$ cat src/rtl/rom_arbiter_pkg.sv
// Shared types for the IF/LS instruction ROM arbiter.
// Port identifiers and default ROM geometry.
package rom_arbiter_pkg;

  typedef enum logic {
    ARB_PORT_IF = 1'b0,
    ARB_PORT_LS = 1'b1
  } arb_port_e;

  localparam int unsigned ROM_WORDS_DEF = 128;

endpackage

$ cat src/rtl/rom_rsp_fifo.sv
// Per-port response FIFO with {err, data} payload.
// Output is zero while empty; pointers are registered.
module rom_rsp_fifo #(
  parameter int unsigned DEPTH = 2,
  parameter int unsigned W     = 33
) (
  input  logic         clk,
  input  logic         rst,
  input  logic         i_push,
  input  logic [W-1:0] i_data,
  output logic         o_valid,
  input  logic         i_ready,
  output logic [W-1:0] o_data
);

  localparam int unsigned PW =
    (DEPTH > 1) ? $clog2(DEPTH) : 1;
  localparam int unsigned CW = $clog2(DEPTH + 1);

  logic [W-1:0]  r_mem [DEPTH];
  logic [PW-1:0] r_wr_ptr;
  logic [PW-1:0] r_rd_ptr;
  logic [CW-1:0] r_count;
  logic          w_pop;

  function automatic logic [PW-1:0] ptr_inc(
    input logic [PW-1:0] p
  );
    return (p == PW'(DEPTH - 1)) ? '0 : p + PW'(1);
  endfunction

  assign o_valid = (r_count != '0);
  assign w_pop   = o_valid & i_ready;
  assign o_data  = o_valid ? r_mem[r_rd_ptr] : '0;

  always_ff @(posedge clk) begin
    if (rst) begin
      r_wr_ptr <= '0;
      r_rd_ptr <= '0;
      r_count  <= '0;
    end else begin
      if (i_push) r_wr_ptr <= ptr_inc(r_wr_ptr);
      if (w_pop)  r_rd_ptr <= ptr_inc(r_rd_ptr);
      case ({i_push, w_pop})
        2'b10:   r_count <= r_count + CW'(1);
        2'b01:   r_count <= r_count - CW'(1);
        default: r_count <= r_count;
      endcase
    end
  end

  always_ff @(posedge clk) begin
    if (i_push) r_mem[r_wr_ptr] <= i_data;
  end

  // Credits make a push into a full, non-draining FIFO impossible.
  always_ff @(posedge clk) begin
    if (!rst) begin
      assert (!(i_push && !w_pop &&
                r_count == CW'(DEPTH)));
    end
  end

endmodule

$ cat src/rtl/rom_arbiter.sv
// Round-robin sharing of the instruction ROM between IF and LS,
// with in-flight tagging and credit-limited response FIFOs.
module rom_arbiter
  import rom_arbiter_pkg::*;
#(
  parameter int unsigned ADDR_W    = 32,
  parameter int unsigned DATA_W    = 32,
  parameter int unsigned ROM_WORDS = ROM_WORDS_DEF,
  parameter int unsigned RSP_DEPTH = 2
) (
  input  logic              clk,
  input  logic              rst,
  input  logic              if_req_valid_i,
  output logic              if_req_ready_o,
  input  logic [ADDR_W-1:0] if_addr_i,
  output logic              if_rsp_valid_o,
  input  logic              if_rsp_ready_i,
  output logic [DATA_W-1:0] if_rsp_data_o,
  output logic              if_rsp_err_o,
  input  logic              ls_req_valid_i,
  output logic              ls_req_ready_o,
  input  logic [ADDR_W-1:0] ls_addr_i,
  output logic              ls_rsp_valid_o,
  input  logic              ls_rsp_ready_i,
  output logic [DATA_W-1:0] ls_rsp_data_o,
  output logic              ls_rsp_err_o,
  output logic [ADDR_W-1:0] rom_addr_o,
  output logic              rom_req_o,
  input  logic [DATA_W-1:0] rom_data_i
);

  localparam int unsigned CW = $clog2(RSP_DEPTH + 1);

  logic [CW-1:0]     r_if_cred;
  logic [CW-1:0]     r_ls_cred;
  arb_port_e         last_q;
  logic [ADDR_W-1:0] last_addr_q;
  logic              inflt_v_q;
  arb_port_e         inflt_port_q;
  logic              inflt_err_q;

  logic              w_if_rsp_hs;
  logic              w_ls_rsp_hs;
  logic              w_if_elig;
  logic              w_ls_elig;
  logic              w_if_gnt;
  logic              w_ls_gnt;
  logic              w_gnt;
  arb_port_e         w_gnt_port;
  logic [ADDR_W-1:0] w_gnt_addr;
  logic              w_gnt_err;
  logic              w_if_push;
  logic              w_ls_push;
  logic [DATA_W:0]   w_push_data;

  function automatic logic addr_err(
    input logic [ADDR_W-1:0] a
  );
    return (a[1:0] != 2'b00) ||
           ((a >> 2) >= ADDR_W'(ROM_WORDS));
  endfunction

  function automatic logic [CW-1:0] cred_nxt(
    input logic [CW-1:0] c,
    input logic          gnt,
    input logic          hs
  );
    case ({gnt, hs})
      2'b10:   return c - CW'(1);
      2'b01:   return c + CW'(1);
      default: return c;
    endcase
  endfunction

  assign w_if_rsp_hs = if_rsp_valid_o & if_rsp_ready_i;
  assign w_ls_rsp_hs = ls_rsp_valid_o & ls_rsp_ready_i;

  // A drain in the same cycle frees the slot the grant consumes.
  always_comb begin
    w_if_elig = !rst && if_req_valid_i &&
                (r_if_cred != '0 || w_if_rsp_hs);
    w_ls_elig = !rst && ls_req_valid_i &&
                (r_ls_cred != '0 || w_ls_rsp_hs);
    w_if_gnt  = 1'b0;
    w_ls_gnt  = 1'b0;
    case ({w_if_elig, w_ls_elig})
      2'b11: begin
        w_if_gnt = (last_q == ARB_PORT_LS);
        w_ls_gnt = (last_q == ARB_PORT_IF);
      end
      2'b10:   w_if_gnt = 1'b1;
      2'b01:   w_ls_gnt = 1'b1;
      default: ;
    endcase
    w_gnt      = w_if_gnt | w_ls_gnt;
    w_gnt_port = w_ls_gnt ? ARB_PORT_LS : ARB_PORT_IF;
    w_gnt_addr = w_ls_gnt ? ls_addr_i : if_addr_i;
    w_gnt_err  = addr_err(w_gnt_addr);
  end

  assign if_req_ready_o = w_if_gnt;
  assign ls_req_ready_o = w_ls_gnt;
  assign rom_req_o      = w_gnt;
  assign rom_addr_o     = w_gnt ? w_gnt_addr : last_addr_q;

  always_ff @(posedge clk) begin
    if (rst) begin
      r_if_cred    <= CW'(RSP_DEPTH);
      r_ls_cred    <= CW'(RSP_DEPTH);
      last_q       <= ARB_PORT_LS;
      last_addr_q  <= '0;
      inflt_v_q    <= 1'b0;
      inflt_port_q <= ARB_PORT_IF;
      inflt_err_q  <= 1'b0;
    end else begin
      r_if_cred <= cred_nxt(r_if_cred, w_if_gnt, w_if_rsp_hs);
      r_ls_cred <= cred_nxt(r_ls_cred, w_ls_gnt, w_ls_rsp_hs);
      inflt_v_q <= w_gnt;
      if (w_gnt) begin
        last_q       <= w_gnt_port;
        last_addr_q  <= w_gnt_addr;
        inflt_port_q <= w_gnt_port;
        inflt_err_q  <= w_gnt_err;
      end
    end
  end

  assign w_if_push = inflt_v_q &&
                     (inflt_port_q == ARB_PORT_IF);
  assign w_ls_push = inflt_v_q &&
                     (inflt_port_q == ARB_PORT_LS);
  assign w_push_data = {inflt_err_q,
                        inflt_err_q ? '0 : rom_data_i};

  rom_rsp_fifo #(
    .DEPTH (RSP_DEPTH),
    .W     (DATA_W + 1)
  ) u_if_fifo (
    .clk     (clk),
    .rst     (rst),
    .i_push  (w_if_push),
    .i_data  (w_push_data),
    .o_valid (if_rsp_valid_o),
    .i_ready (if_rsp_ready_i),
    .o_data  ({if_rsp_err_o, if_rsp_data_o})
  );

  rom_rsp_fifo #(
    .DEPTH (RSP_DEPTH),
    .W     (DATA_W + 1)
  ) u_ls_fifo (
    .clk     (clk),
    .rst     (rst),
    .i_push  (w_ls_push),
    .i_data  (w_push_data),
    .o_valid (ls_rsp_valid_o),
    .i_ready (ls_rsp_ready_i),
    .o_data  ({ls_rsp_err_o, ls_rsp_data_o})
  );

endmodule
$ cat config.mk
export PLATFORM = sky130hd
export DESIGN_NAME = rom_arbiter
export DESIGN_NICKNAME = d
export VERILOG_FILES = /design/src/rtl/rom_arbiter_pkg.sv /design/src/rtl/rom_rsp_fifo.sv /design/src/rtl/rom_arbiter.sv
export SDC_FILE = /design/constraint.sdc
export NUM_CORES = 1
export LEC_CHECK = 0
export ABC_AREA = 1
export ABC_CLOCK_PERIOD_IN_PS = 2590
export CORE_MARGIN = 3
export CORE_UTILIZATION = 49
export DETAILED_ROUTE_END_ITERATION = 7
export PLACE_DENSITY = 0.8
export SETUP_SLACK_MARGIN = 0.2
export SYNTH_ARGS = -nofsm -noshare
export SYNTH_HDL_FRONTEND = slang
export SYNTH_SLANG_ARGS = --single-unit
$ cat constraint.sdc
create_clock -name clk -period 2.59 [get_ports clk]
set_input_delay 0.259 -clock clk [delete_from_list [all_inputs] [get_ports clk]]
set_output_delay 0.259 -clock clk [all_outputs]
set_load 0.1 [all_outputs]
**Word-level counts from Yosys, hierarchy flattened**

Memories as Yosys holds them, arrays and structs flattened. A register that Yosys moved wholly into a read port is not among the register bits.
Index checks and enable logic that the tools add are counted.

- Register bits: 48
- Bits in writable memories: 132
- Word-level logic and storage cells: 87
- Input port bits: 102
- Output and inout bits: 103
- Memories kept: 2

- Magnitude comparators: 1
- Bitwise logic cells: 5
- Muxes and demuxes: 24
- Add/subtract/negate cells: 12
- Equality and inequality tests: 11
- Reductions and logical operators: 19

Memories:

| name | depth | bits a word | rd ports | clocked after Yosys merged registers in | wr ports | line | text |
|---|---|---|---|---|---|---|---|
| u_if_fifo.r_mem | 2 | 33 | 1 | 1 | 1 | rom_rsp_fifo.sv:20 | `logic [W-1:0] r_mem [DEPTH];` |
| u_ls_fifo.r_mem | 2 | 33 | 1 | 1 | 1 | rom_rsp_fifo.sv:20 |  |

Operator list:

| cell | count |
|---|---|
| 32-bit two-way mux | 3 |
| 33-bit two-way mux | 2 |
| 30-bit by 8-bit greater-or-equal comparator with 1-bit output, second input constant | 1 |
| 2-bit nonzero test | 9 |
| 2-bit one-hot mux with 2 select lines | 4 |
| 1-bit two-way mux | 13 |
| 2-bit equality test, second input constant | 6 |
| 2-bit by 1-bit equality test with 1-bit output, second input constant | 5 |
| 2-bit by 1-bit adder with 2-bit output, second input constant | 4 |
| 2-bit by 1-bit subtractor with 2-bit output, second input constant | 4 |
| 1-bit logical AND | 6 |
| 1-bit adder, second input constant | 4 |
| 1-bit one-hot mux with 2 select lines | 2 |
| 1-bit logical OR | 3 |
| 1-bit AND | 2 |
| 1-bit NOT | 2 |
| 1-bit logical NOT | 1 |
| 1-bit OR | 1 |

**Longest topological paths before layout**

- Depth after elaboration: 9
- Depth in mapped cells: 17
- Depth with buffers taken out: 15

**Cells and area by module**

Synthesis repeated with hierarchy kept, for this count alone.

- Cell total of the unflattened synthesis: 864
- Area, all modules: 7932.6 sq um

Modules (own cells, without submodules):

| module | cells an instance | area an instance (sq um) | times used |
|---|---|---|---|
| rom_rsp_fifo | 212 | 2707.6 | 2 |
| rom_arbiter | 440 | 2517.4 | 1 |

**Least setup slack after synthesis**

Ideal clock, no wire load.

- Kind: register to register
- From: register u_ls_fifo.r_count[0]
- To: register r_if_cred[1]
- Buffers on the path: 2
- Cell stages (with the launch flop): 18
- Data required time: 2467 ps
- Arrival: 4045 ps
- Clock period less this slack: 4168 ps
- Slack: -1578 ps
- Library setup time: 123 ps
- Cells stage by stage: dfxtp_1 > inv_2 > nand2_2 > nand2_2 > a21oi_2 > nand2_2 > buf_6 > buf_6 > inv_1 > nor2_1 > inv_1 > ha_1 > inv_1 > o21ai_0 > a21oi_1 > inv_1 > a21oi_1 > o21ai_0

- Cells in the longest elaborated chain, start to end: 8

RTL lines:

| element | line | text |
|---|---|---|
| start: declaration | rom_rsp_fifo.sv:23 | `logic [CW-1:0] r_count;` |
| start signal: assignment | rom_rsp_fifo.sv:45 | `2'b10: r_count <= r_count + CW'(1);` |
| start signal: assignment | rom_rsp_fifo.sv:46 | `2'b01: r_count <= r_count - CW'(1);` |
| start signal: assignment | rom_rsp_fifo.sv:47 | `default: r_count <= r_count;` |
| 2-bit nonzero test * | rom_rsp_fifo.sv:32 | `assign o_valid = (r_count != '0);` |
| via ls_rsp_valid_o | rom_arbiter.sv:23 | `output logic ls_rsp_valid_o,` |
| 1-bit AND * | rom_arbiter.sv:76 | `assign w_ls_rsp_hs = ls_rsp_valid_o & ls_rsp_ready_i;` |
| 1-bit logical OR * | rom_arbiter.sv:83 | `(r_ls_cred != '0 \|\| w_ls_rsp_hs);` |
| 1-bit logical AND * | rom_arbiter.sv:82 | `w_ls_elig = !rst && ls_req_valid_i &&` |
| 2-bit equality test | rom_arbiter.sv:86 | `case ({w_if_elig, w_ls_elig})` |
| 1-bit one-hot mux with 2 select lines * | rom_arbiter.sv:86 |  |
| via if_req_ready_o | rom_arbiter.sv:14 | `output logic if_req_ready_o,` |
| 2-bit by 1-bit equality test with 1-bit output / 2-bit equality test (equally long branches) | rom_arbiter.sv:68 | `case ({gnt, hs})` |
| 2-bit one-hot mux with 2 select lines / 2-bit nonzero test (equally long branches) | -- |  |
| end signal: assignment | rom_arbiter.sv:108 | `r_if_cred <= CW'(RSP_DEPTH);` |
| end signal: assignment | rom_arbiter.sv:116 | `r_if_cred <= cred_nxt(r_if_cred, w_if_gnt, w_if_rsp_hs);` |
| end: declaration | rom_arbiter.sv:34 | `logic [CW-1:0] r_if_cred;` |

The timed path passes the listed nets; every way through them passes the cells marked *.
A chain may end at the register's enable or synchronous reset.

**Worst setup path after layout**

- From: register u_ls_fifo.r_count[0]
- To: output port rom_addr_o[19]

- Cells in the longest elaborated chain, start to end: 8

RTL lines:

| element | line | text |
|---|---|---|
| 2-bit nonzero test * | rom_rsp_fifo.sv:32 |  |
| 1-bit AND * | rom_arbiter.sv:76 |  |
| 1-bit logical OR * | rom_arbiter.sv:83 |  |
| 1-bit logical AND * | rom_arbiter.sv:82 |  |
| 2-bit by 1-bit equality test with 1-bit output / 2-bit equality test (equally long branches) | rom_arbiter.sv:86 |  |
| 1-bit one-hot mux with 2 select lines | rom_arbiter.sv:86 |  |
| 32-bit two-way mux / 1-bit OR (equally long branches) | rom_arbiter.sv:97, rom_arbiter.sv:95 |  |
| 32-bit two-way mux * | -- |  |
| end: declaration | rom_arbiter.sv:27 | `output logic [ADDR_W-1:0] rom_addr_o,` |

Mark *: on every way between the ends. The rest lies on a longest branch, timed or not.

==> flow_summary.yaml <==
floorplanning:
  core_area_sq_um: 15400
  pin_count: 205
  initial_core_util_pct: 50.7
  fp.dieH_um: 132
  die_w_um: 132
  rows: 45
  dieArea_sq_um: 17500
route:
  antenna_left: 0
  wl_per_cell_um: 19.4
  drc: 0
  viasPerCell: 5.37
  dr.pass1.iters: 5
  drt_iter0_markers: 538
  vias: 6980
  wirelength_um: 25200
synthesis:
  synth_area_leader_cell: "edfxtp_1"
  synth_area_leaders: "edfxtp_1, dfxtp_1, nand2_1"
  syn_area_sq_um: 7790
  avgSynthCellArea_sq_um: 9.28
  ys_seq_elements: 182
  synth_top_area_share_pct: 50.9
  synth_warnings: 0
  synth_cell_types: 25
  synth_fp_nets: 946
  synth_cells: 840
  ys_seq_area_share_pct: 63.7
final_layout:
  final_nets: 1181
  design_area_sq_um: 12900
  fillCellCount: 778
  fin_util_pct: 83.7
  areaGrowthSynthToFinish_pct: 65.1
  num_antenna_cells: 0
  drive_gt1_share_pct: 33.9
timing:
  grt_setup_unrepaired: "yes"
  max_freq_ghz: 0.410
  fin_worst_skew_ns: 0.00904
  fin_crit_ns: 2.44
  hold_viol: 0
  slew-limit-headroom_pct: 61.0
  worst_slew_pin_slew_ns: 0.584
  hold-worst-slack_ns: 0.439
  setup_viol: 0
  finalMaxSlewViolations: 0
  fin_crit_sh_pct: 94.2
global_route:
  grt_util_met2_pct: 43.2
  grt-busiest-layer: "met2"
  met1_usage_pct: 28.8
  grt_first_pass_wirelength_um: 34300
  grt_use_total_pct: 25.1
  grt_pass1_vias: 6623
  grt_max_degree: 42
  grt_overflow: 0
  use_met3_pct: 7.79
  antenna_found_initial: 0
setup_path:
  critPathCaptureType: "primary output"
  reg2reg_depth: 14
  cp.arrival_ns: 2.18
  crit_fanout: 7
  crit_required_ns: 2.33
  startpoint_type: "flop"
  crit_type: "flop to primary output"
status:
  outcome: "finished, final reports clean"
min_path:
  holdPathStages: 1
  min_path_type: "flop to flop"
cts:
  path_clk_slew_ns: 0.07
  cts_tree: "built"
  root_buffer: "clkbuf_16"
  htree_num_levels: 4
  numCtsBuffers: 17
  clock_latency_ns: 0.42
  clockBufferDepth: 2
  clock-sinks: 182
place:
  gp_congestion: 0.905
  placement.cell_area_sq_um: 11500
  dp_hpwl_um: 14800
  portBuffers: 204
power:
  powerDensity_nw_per_um2: 1160
  ir_worst_vdd_mv: 0.872
  p_leak_nw: 5.20
run:
  maxCapViolCount: 0
==> routing by layer <==
layer,wire [um],vias up
met4,886,0
met1,9050,3304
li1,-,3216
met3,2440,65
met5,0,-
met2,12800,395
==> per-stage QoR <==
step	std cells	setup slack, ns	total power, mW	TNS [ns]
after detailed placement	1240	0.0655	11.7	0
after floorplan	840	-0.467	8.75	-0.750
after global routing	1299	0.0830	15.3	0
after CTS	1275	0.201	14.4	0
final	1299	0.149	14.9	0
after global placement	1240	0.162	11.6	0
==> layout by cell type, fill, tap and decap left out, types with 3 or more instances in the layout <==
master / netlist / routed
nor2_4: 0 / 6
edfxtp_1: 132 / 132
buf_4: 2 / 39
o21ai_2: 1 / 30
o21ai_1: 2 / 3
nand3_2: 0 / 5
o21ai_4: 0 / 5
inv_2: 3 / 26
clkinvlp_4: 0 / 6
nor3_1: 3 / 3
inv_1: 97 / 70
clkdlybuf4s50_1: 0 / 101
dfxtp_2: 0 / 4
buf_12: 0 / 108
ha_1: 4 / 3
nand2_8: 0 / 3
nand2_2: 3 / 20
xor2_1: 3 / 3
inv_6: 0 / 4
nand3_1: 36 / 29
o21ai_0: 44 / 9
dfxtp_1: 50 / 44
nand2_1: 234 / 213
clkbuf_16: 0 / 25
a21oi_2: 1 / 64
a21oi_1: 88 / 23
nor2_1: 85 / 77
nand3b_1: 7 / 7
==> state kept, by name, summed over array words and instances, names as in the netlist, named ones only <==
| name | cells |
|---|---|
| u_if_fifo.r_count | 2 |
| u_if_fifo.r_mem | 66 |
| u_ls_fifo.r_mem | 66 |
| inflt_v_q | 1 |
| last_addr_q | 32 |
| r_if_cred | 2 |
| r_ls_cred | 2 |
| u_if_fifo.r_rd_ptr | 1 |
| u_if_fifo.r_wr_ptr | 1 |
| inflt_err_q | 1 |
| u_ls_fifo.r_rd_ptr | 1 |
| last_q | 1 |
| inflt_port_q | 1 |
| u_ls_fifo.r_count | 2 |
| u_ls_fifo.r_wr_ptr | 1 |
==> cell families after synthesis <==
group,Yosys count,share of synthesized area [%]
simple gates,369,18.9
fa+ha+maj,4,0.642
xor+xnor,3,0.337
buf+inv,144,7.38
flops,182,63.7
compound gates,138,9.09
==> final cells by class <==
cell class | instances | area, sq um | share of cell area, %
clock buffer | 17 | 425 | 3.30
clock inverter | 15 | 174 | 1.35
inverter | 100 | 389 | 3.02
multi-input combinational | 515 | 2910 | 22.6
sequential | 182 | 4980 | 38.7
tap | 211 | 264 | 2.05
timing repair buffer | 259 | 3730 | 29.0
==> timing repair <==
action / CTS / global route
hold buffers: 0 / 0
endpoints found under the hold margin: 0 / 0
setup buffers: 1 / 14
pin swaps: 4 / 8
setup endpoints to repair: 32 / 32
cloned: 2 / 10
resized for setup: 59 / 80
==> synthesized netlist by cell type <==
cell type  instances
xor2_1             3
a21oi_2            1
inv_2              3
edfxtp_1         132
buf_4              2
inv_1             97
a211oi_1           1
clkbuf_1          24
a21oi_1           88
nand2_2            3
nand3b_1           7
dfxtp_1           50
nand3_1           36
buf_6              2
nand2_1          234
buf_1              6
nor2_1            85
o21ai_0           44
and3_1             1
buf_2             10
o21ai_2            1
o21ai_1            2
nor3_1             3
o211ai_2           1
ha_1               4
==> path summary, 6_finish.rpt <==
| kind | from | endpoint | slack (ns) |
|---|---|---|---|
| worst max-delay path | u_ls_fifo.r_count[0]$_SDFFE_PP0P_ | rom_addr_o[19] | 0.15 |
| worst min-delay path | r_if_cred[1]$_SDFFE_PP1P_ | r_if_cred[1]$_SDFFE_PP1P_ | 0.44 |
| worst max register to register | u_ls_fifo.r_count[0]$_SDFFE_PP0P_ | r_ls_cred[1]$_SDFFE_PP1P_ | 0.19 |
| worst min register to register | r_if_cred[1]$_SDFFE_PP1P_ | r_if_cred[1]$_SDFFE_PP1P_ | 0.44 |
==> power by group <==
group          total [mW]  switching, mW  internal, mW
sequential           3.75          0.185          3.57
clock                2.59           1.14          1.45
combinational        8.53           5.74          2.80
total                14.9           7.06          7.81
==> critical path: stages (launching register included) <==
cell and delay [ns]:
dfxtp_2 0.35, inv_4 0.05, nand2_8 0.06, nand2_4 0.06, a21oi_4 0.18, buf_12 0.15
nand2_8 0.09, nand2_8 0.17, clkbuf_16 0.18, nand3_1 0.08, o21ai_2 0.11, inv_2 0.09
buf_12 0.17
Power figures use the tool's default switching activity.
==> edit 1, RTL diff (same flow settings) <==
Change the parameter `RSP_DEPTH` from 2 to 4.
--- a/src/rtl/rom_arbiter.sv
+++ b/src/rtl/rom_arbiter.sv
@@ -8,3 +8,3 @@
   parameter int unsigned ROM_WORDS = ROM_WORDS_DEF,
-  parameter int unsigned RSP_DEPTH = 2
+  parameter int unsigned RSP_DEPTH = 4
 ) (
Function: changed (a bounded check fails within 4 cycles, from zero or initial values and one cycle with rst high).
==> edit 1 against the unedited design <==
The flow now finishes with violations (setup timing). Total power up 55%. Sequential cell count up 142. Largest cell class unchanged. Critical endpoint is now rom_addr_o[13]. First-iteration DRC count rose to 2.5 times the old value. Setup slack worse by 0.30 ns. Global-route usage down 0.59 points. Final area up 56%. Area after synthesis up 75%. Wire length up 73%.
==> edit 1: results (changes against the unedited design) <==
Syn Inst Count 1332 (was 840); hpwl dp 22.3 mm (was 14.8 mm); crit path from u_ls_fifo.r_count[1]$_SDFFE_PP0P_ (was u_ls_fifo.r_count[0]$_SDFFE_PP0P_); failing checks setup timing; Max clock buf depth 3 (was 2); GR Layer Usage met1 0.298 (was 0.288); outcome complete, but fails checks (was complete, no violations); met3 GRT Util 0.0564 (was 0.0779); via/cell ratio 5.73 (was 5.37); vias in the first global route 11.1k (was 6623); biggest regs u_if_fifo.r_mem x132, u_ls_fifo.r_mem x132, last_addr_q x32 (was u_if_fifo.r_mem x66, u_ls_fifo.r_mem x66, last_addr_q x32); DR pass1 iterations 6 (was 5); number of flops mapped to enable cells by yosys 264 (was 132); largest net degree at the start of global routing 35 (was 42); maximum vdd ir drop 1.07 mV (was 0.872 mV); non-filler cells, final 1982 (was 1299); CTS resizes 96 (was 59); worst setup path end rom_addr_o[13] (was rom_addr_o[19]); fin nets 1706 (was 1181); gpl congestion 0.871 (was 0.905); Reg2Reg Setup Slack 0 ns (was 0.19 ns); met2 Resource Use GR 0.428 (was 0.432); layout cells sized above 1 0.298 (was 0.339); met2 WL 21.5 mm (was 12.8 mm); final worst setup slack -0.153 ns (was 0.149 ns); WL/cell 22.0 um (was 19.4 um); Sw Share 0.450 (was 0.475); Setup-failing EPs final 17 (was 0); cts bufs inserted 31 (was 17); Critical Path AT 2.48 ns (was 2.18 ns); Max H-tree Level 1 (was 4); Post-CTS Setup Inserts 24 (was 1); Post-DP Area 17700 um2 (was 11500 um2); top cells by area, synth edfxtp_1, nor2_1, dfxtp_1 (was edfxtp_1, dfxtp_1, nand2_1); Fillers 1537 (was 778); Hold Path Class in -> reg (was reg -> reg); placed cell count 1868 (was 1240)
==> edit 1: cell types whose count changed after synthesis, moves of 3 or more <==
cell | unedited run | this run
ha_1 | 4 | 14
dfxtp_1 | 50 | 60
o21ai_0 | 44 | 181
buf_1 | 6 | 17
clkbuf_1 | 24 | 43
inv_1 | 97 | 116
nand2_1 | 234 | 103
nor2_1 | 85 | 360
fa_1 | 0 | 4
edfxtp_1 | 132 | 264
a211oi_1 | 1 | 4
==> edit 1: logic make-up (layout without fill, tap and decap cells) <==
family	count (synthesis)	after routing	share of synthesized area
AOI/OAI and AO/OA	283	283	0.107
DFF	324	324	0.670
and+or+nand+nor	513	513	0.148
adders and majority gates	18	18	0.0187
xor gates and xnor gates	2	2	0.00129
buffers and inverters	192	470	0.0554
==> edit 1: power groups by stage <==
stage	Sequential (mW)	Combinational [mW]	Clock (mW)
2_1_floorplan	6.35	7.04	0
3_3_place_gp	6.42	10.8	0
3_5_place_dp	6.44	10.9	0
4_1_cts	6.35	11.4	4.45
5_1_grt	6.41	12.6	4.68
6_report	6.39	12.2	4.47
==> edit 1: worst max-delay path: stages, from the launching register on <==
cell and delay, ns:
dfxtp_2 0.35, inv_4 0.05, nand2_8 0.08, nand2_4 0.06
a21oi_4 0.27, nand2_8 0.15, buf_12 0.17, buf_16 0.14
nand2_4 0.07, o21ai_2 0.08, nand2_1 0.14, o21ai_2 0.09
inv_2 0.09, buf_12 0.17
==> edit 1: area by class of cell <==
cell class,count,area share
clock buffers,36,0.0395
clock inverters,21,0.00988
inverters,119,0.0244
multi-input cells,816,0.241
flip-flops and latches,324,0.455
well taps,372,0.0231
repair buffers,293,0.207
repair inverters,1,0.000373
==> edit 2, RTL diff (config.mk and constraints unchanged) <==
Without the edit above. Put a register stage on the output `if_rsp_err_o`, with the module's reset. The value now appears one clock later. The other outputs are not delayed to match.
--- a/src/rtl/rom_arbiter.sv
+++ b/src/rtl/rom_arbiter.sv
@@ -32,2 +32,4 @@
   localparam int unsigned CW = $clog2(RSP_DEPTH + 1);
+
+  logic if_rsp_err_d;
 
@@ -144,3 +146,3 @@
     .i_ready (if_rsp_ready_i),
-    .o_data  ({if_rsp_err_o, if_rsp_data_o})
+    .o_data  ({if_rsp_err_d, if_rsp_data_o})
   );
@@ -160,2 +162,10 @@
 
+  always_ff @(posedge clk) begin
+    if (rst) begin
+      if_rsp_err_o <= '0;
+    end else begin
+      if_rsp_err_o <= if_rsp_err_d;
+    end
+  end
+
 endmodule
Behaviour: not the same (Yosys sat finds a counterexample within 4 cycles, from zero or initial values and one cycle with rst high).
==> edit 2 against the unedited design <==
Sequential cell count is 1 higher. Final area shrank 2.3%. Utilization is 2.2 points lower. Wire length is 6.6% lower. Sequential share of layout area up 1.1 points. Area after synthesis increased by 0.30%. Sequential power about the same. Clock skew fell by 0.00072 ns. Via count down 1.9%. Die area is 0.30% higher. Cell count decreased by 1.4%. Total power decreased by 0.99%. Setup slack got worse by 0.060 ns. Largest power group unchanged.
==> edit 2: results (changes against the unedited design) <==
skew final 0.00832 ns (was 0.00904 ns); outcome complete, no violations (unchanged); top cells by area, synth edfxtp_1, dfxtp_1, nand2_1 (unchanged); fin nets 1163 (was 1181); Max clock buf depth 2 (unchanged); Critical Path AT 2.24 ns (was 2.18 ns); worst slew pin tran 0.576 ns (was 0.584 ns); CP max stage delay 0.40 ns (was 0.35 ns); Worst R2R End r_if_cred[1]$_SDFFE_PP1P_ (was r_ls_cred[1]$_SDFFE_PP1P_); Avg Inst Size Synth 9.30 um2 (was 9.28 um2); Port Buffers 204 (unchanged); Worst Hold Depth 1 (unchanged); Hold Path Class reg -> reg (unchanged); Reg clk slew, reported paths 0.07 ns (about the same); WHS Endpoint u_ls_fifo.r_rd_ptr$_SDFFE_PP0P_ (was r_if_cred[1]$_SDFFE_PP1P_); Total GRT Usage 0.241 (was 0.251); global-route wire length before repair 33.1 mm (was 34.3 mm); CTS root buf clkbuf_16 (unchanged); Reg2Reg Setup Slack 0.44 ns (was 0.19 ns); CP max-delay cell dfxtp_4 (was dfxtp_2); Max H-tree Level 4 (unchanged); gpl congestion 0.833 (was 0.905); Comb pwr share 0.561 (was 0.574); Netlist cell types 26 (was 25); met3 GRT Util 0.0813 (was 0.0779); final WL 23.5 mm (was 25.2 mm); Syn Nets 947 (was 946); First DRT Iteration DRCs 551 (was 538); CP Class reg -> out (unchanged); Worst R2R Path Depth 15 (was 14); Commonest cells post-synth nand2_1, edfxtp_1, inv_1 (unchanged); Worst Hold Launch u_ls_fifo.r_rd_ptr$_SDFFE_PP0P_ (was r_if_cred[1]$_SDFFE_PP1P_); sequential fraction of the synthesis area 0.638 (was 0.637); Hold WS 0.453 ns (was 0.439 ns); maximum vdd ir drop 0.756 mV (was 0.872 mV); hpwl dp 14.3 mm (was 14.8 mm); vias in the first global route 6494 (was 6623); worst skew pair latency 0.43 ns; layout cells sized above 1 0.316 (was 0.339); CP Max Fanout 12 (was 7); cts bufs inserted 17 (unchanged); leakage 5.08 nW (was 5.20 nW); CP top delay family simple AND/OR/NAND/NOR gates (was buffers and inverters); largest net degree at the start of global routing 38 (was 42); WL/cell 18.4 um (was 19.4 um); initial antenna violation count 0 (unchanged); worst reg2reg startpoint u_if_fifo.r_count[1]$_SDFFE_PP0P_ (was u_ls_fifo.r_count[0]$_SDFFE_PP0P_); Sw Share 0.472 (was 0.475); via count 6849 (was 6980); worst setup path end rom_addr_o[11] (was rom_addr_o[19]); GR Layer Usage met1 0.281 (was 0.288); Comb. pwr 8.27 mW (was 8.53 mW); DR pass1 iterations 5 (unchanged); Clk. pwr 2.70 mW (was 2.59 mW); met2 Resource Use GR 0.414 (was 0.432)
[edit 2: changes by cell type in the layout (fill, tap and decap cells not counted), sizes merged]
cell / change
nor2: +2
nor4: +1
clkbuf: -6
dfxtp: +1
nand2: -3
bufinv: +1
buf: -12
clkinvlp: -1
a21oi: -1
[edit 2: what timing repair did]
action                     4_1_cts  5_1_grt
pin swaps                        2        7
resized for setup               42       81
setup buffers                    4        8
setup endpoints to repair       32       32
cloned                           0        2
hold buffers                     0        0
[edit 2: metrics by stage]
step | worst slack [ns] | TNS, ns | cell area (um2) | util
after floorplan | -0.467 | -0.750 | 8150 | -
after global placement | 0.173 | 0 | 11500 | 0.745
after detailed placement | 0.0746 | 0 | 11500 | 0.745
after CTS | 0.198 | 0 | 12200 | 0.793
after global routing | 0.00581 | 0 | 12600 | 0.815
final | 0.0891 | 0 | 12600 | 0.815
[edit 2: final cells by class]
cell class | instances | area (um2)
Clock buffer | 17 | 425
Tap cell | 211 | 264
Clock inverter | 15 | 194
Inverter | 100 | 387
Fill cell | 791 | 2850
Sequential cell | 183 | 5000
Multi-Input combinational cell | 514 | 2840
Timing Repair Buffer | 241 | 3470
[edit 2: routing by layer]
| layer | up-vias | share of wire | wire, um |
|---|---|---|---|
| met5 | - | 0 | 0 |
| met1 | 3256 | 0.37 | 8660 |
| met4 | 0 | 0.032 | 755 |
| li1 | 3175 | - | - |
| met3 | 63 | 0.090 | 2120 |
| met2 | 355 | 0.51 | 12000 |
[edit 2: cell families after synthesis]
family / count (synthesis) / share of synthesized area
AO/OA/AOI/OAI: 137 / 0.0898
flip-flops: 183 / 0.638
XOR/XNOR: 3 / 0.00336
AND/OR/NAND/NOR: 370 / 0.189
buffers and inverters: 144 / 0.0741
adder cells (fa/ha/maj): 4 / 0.00640
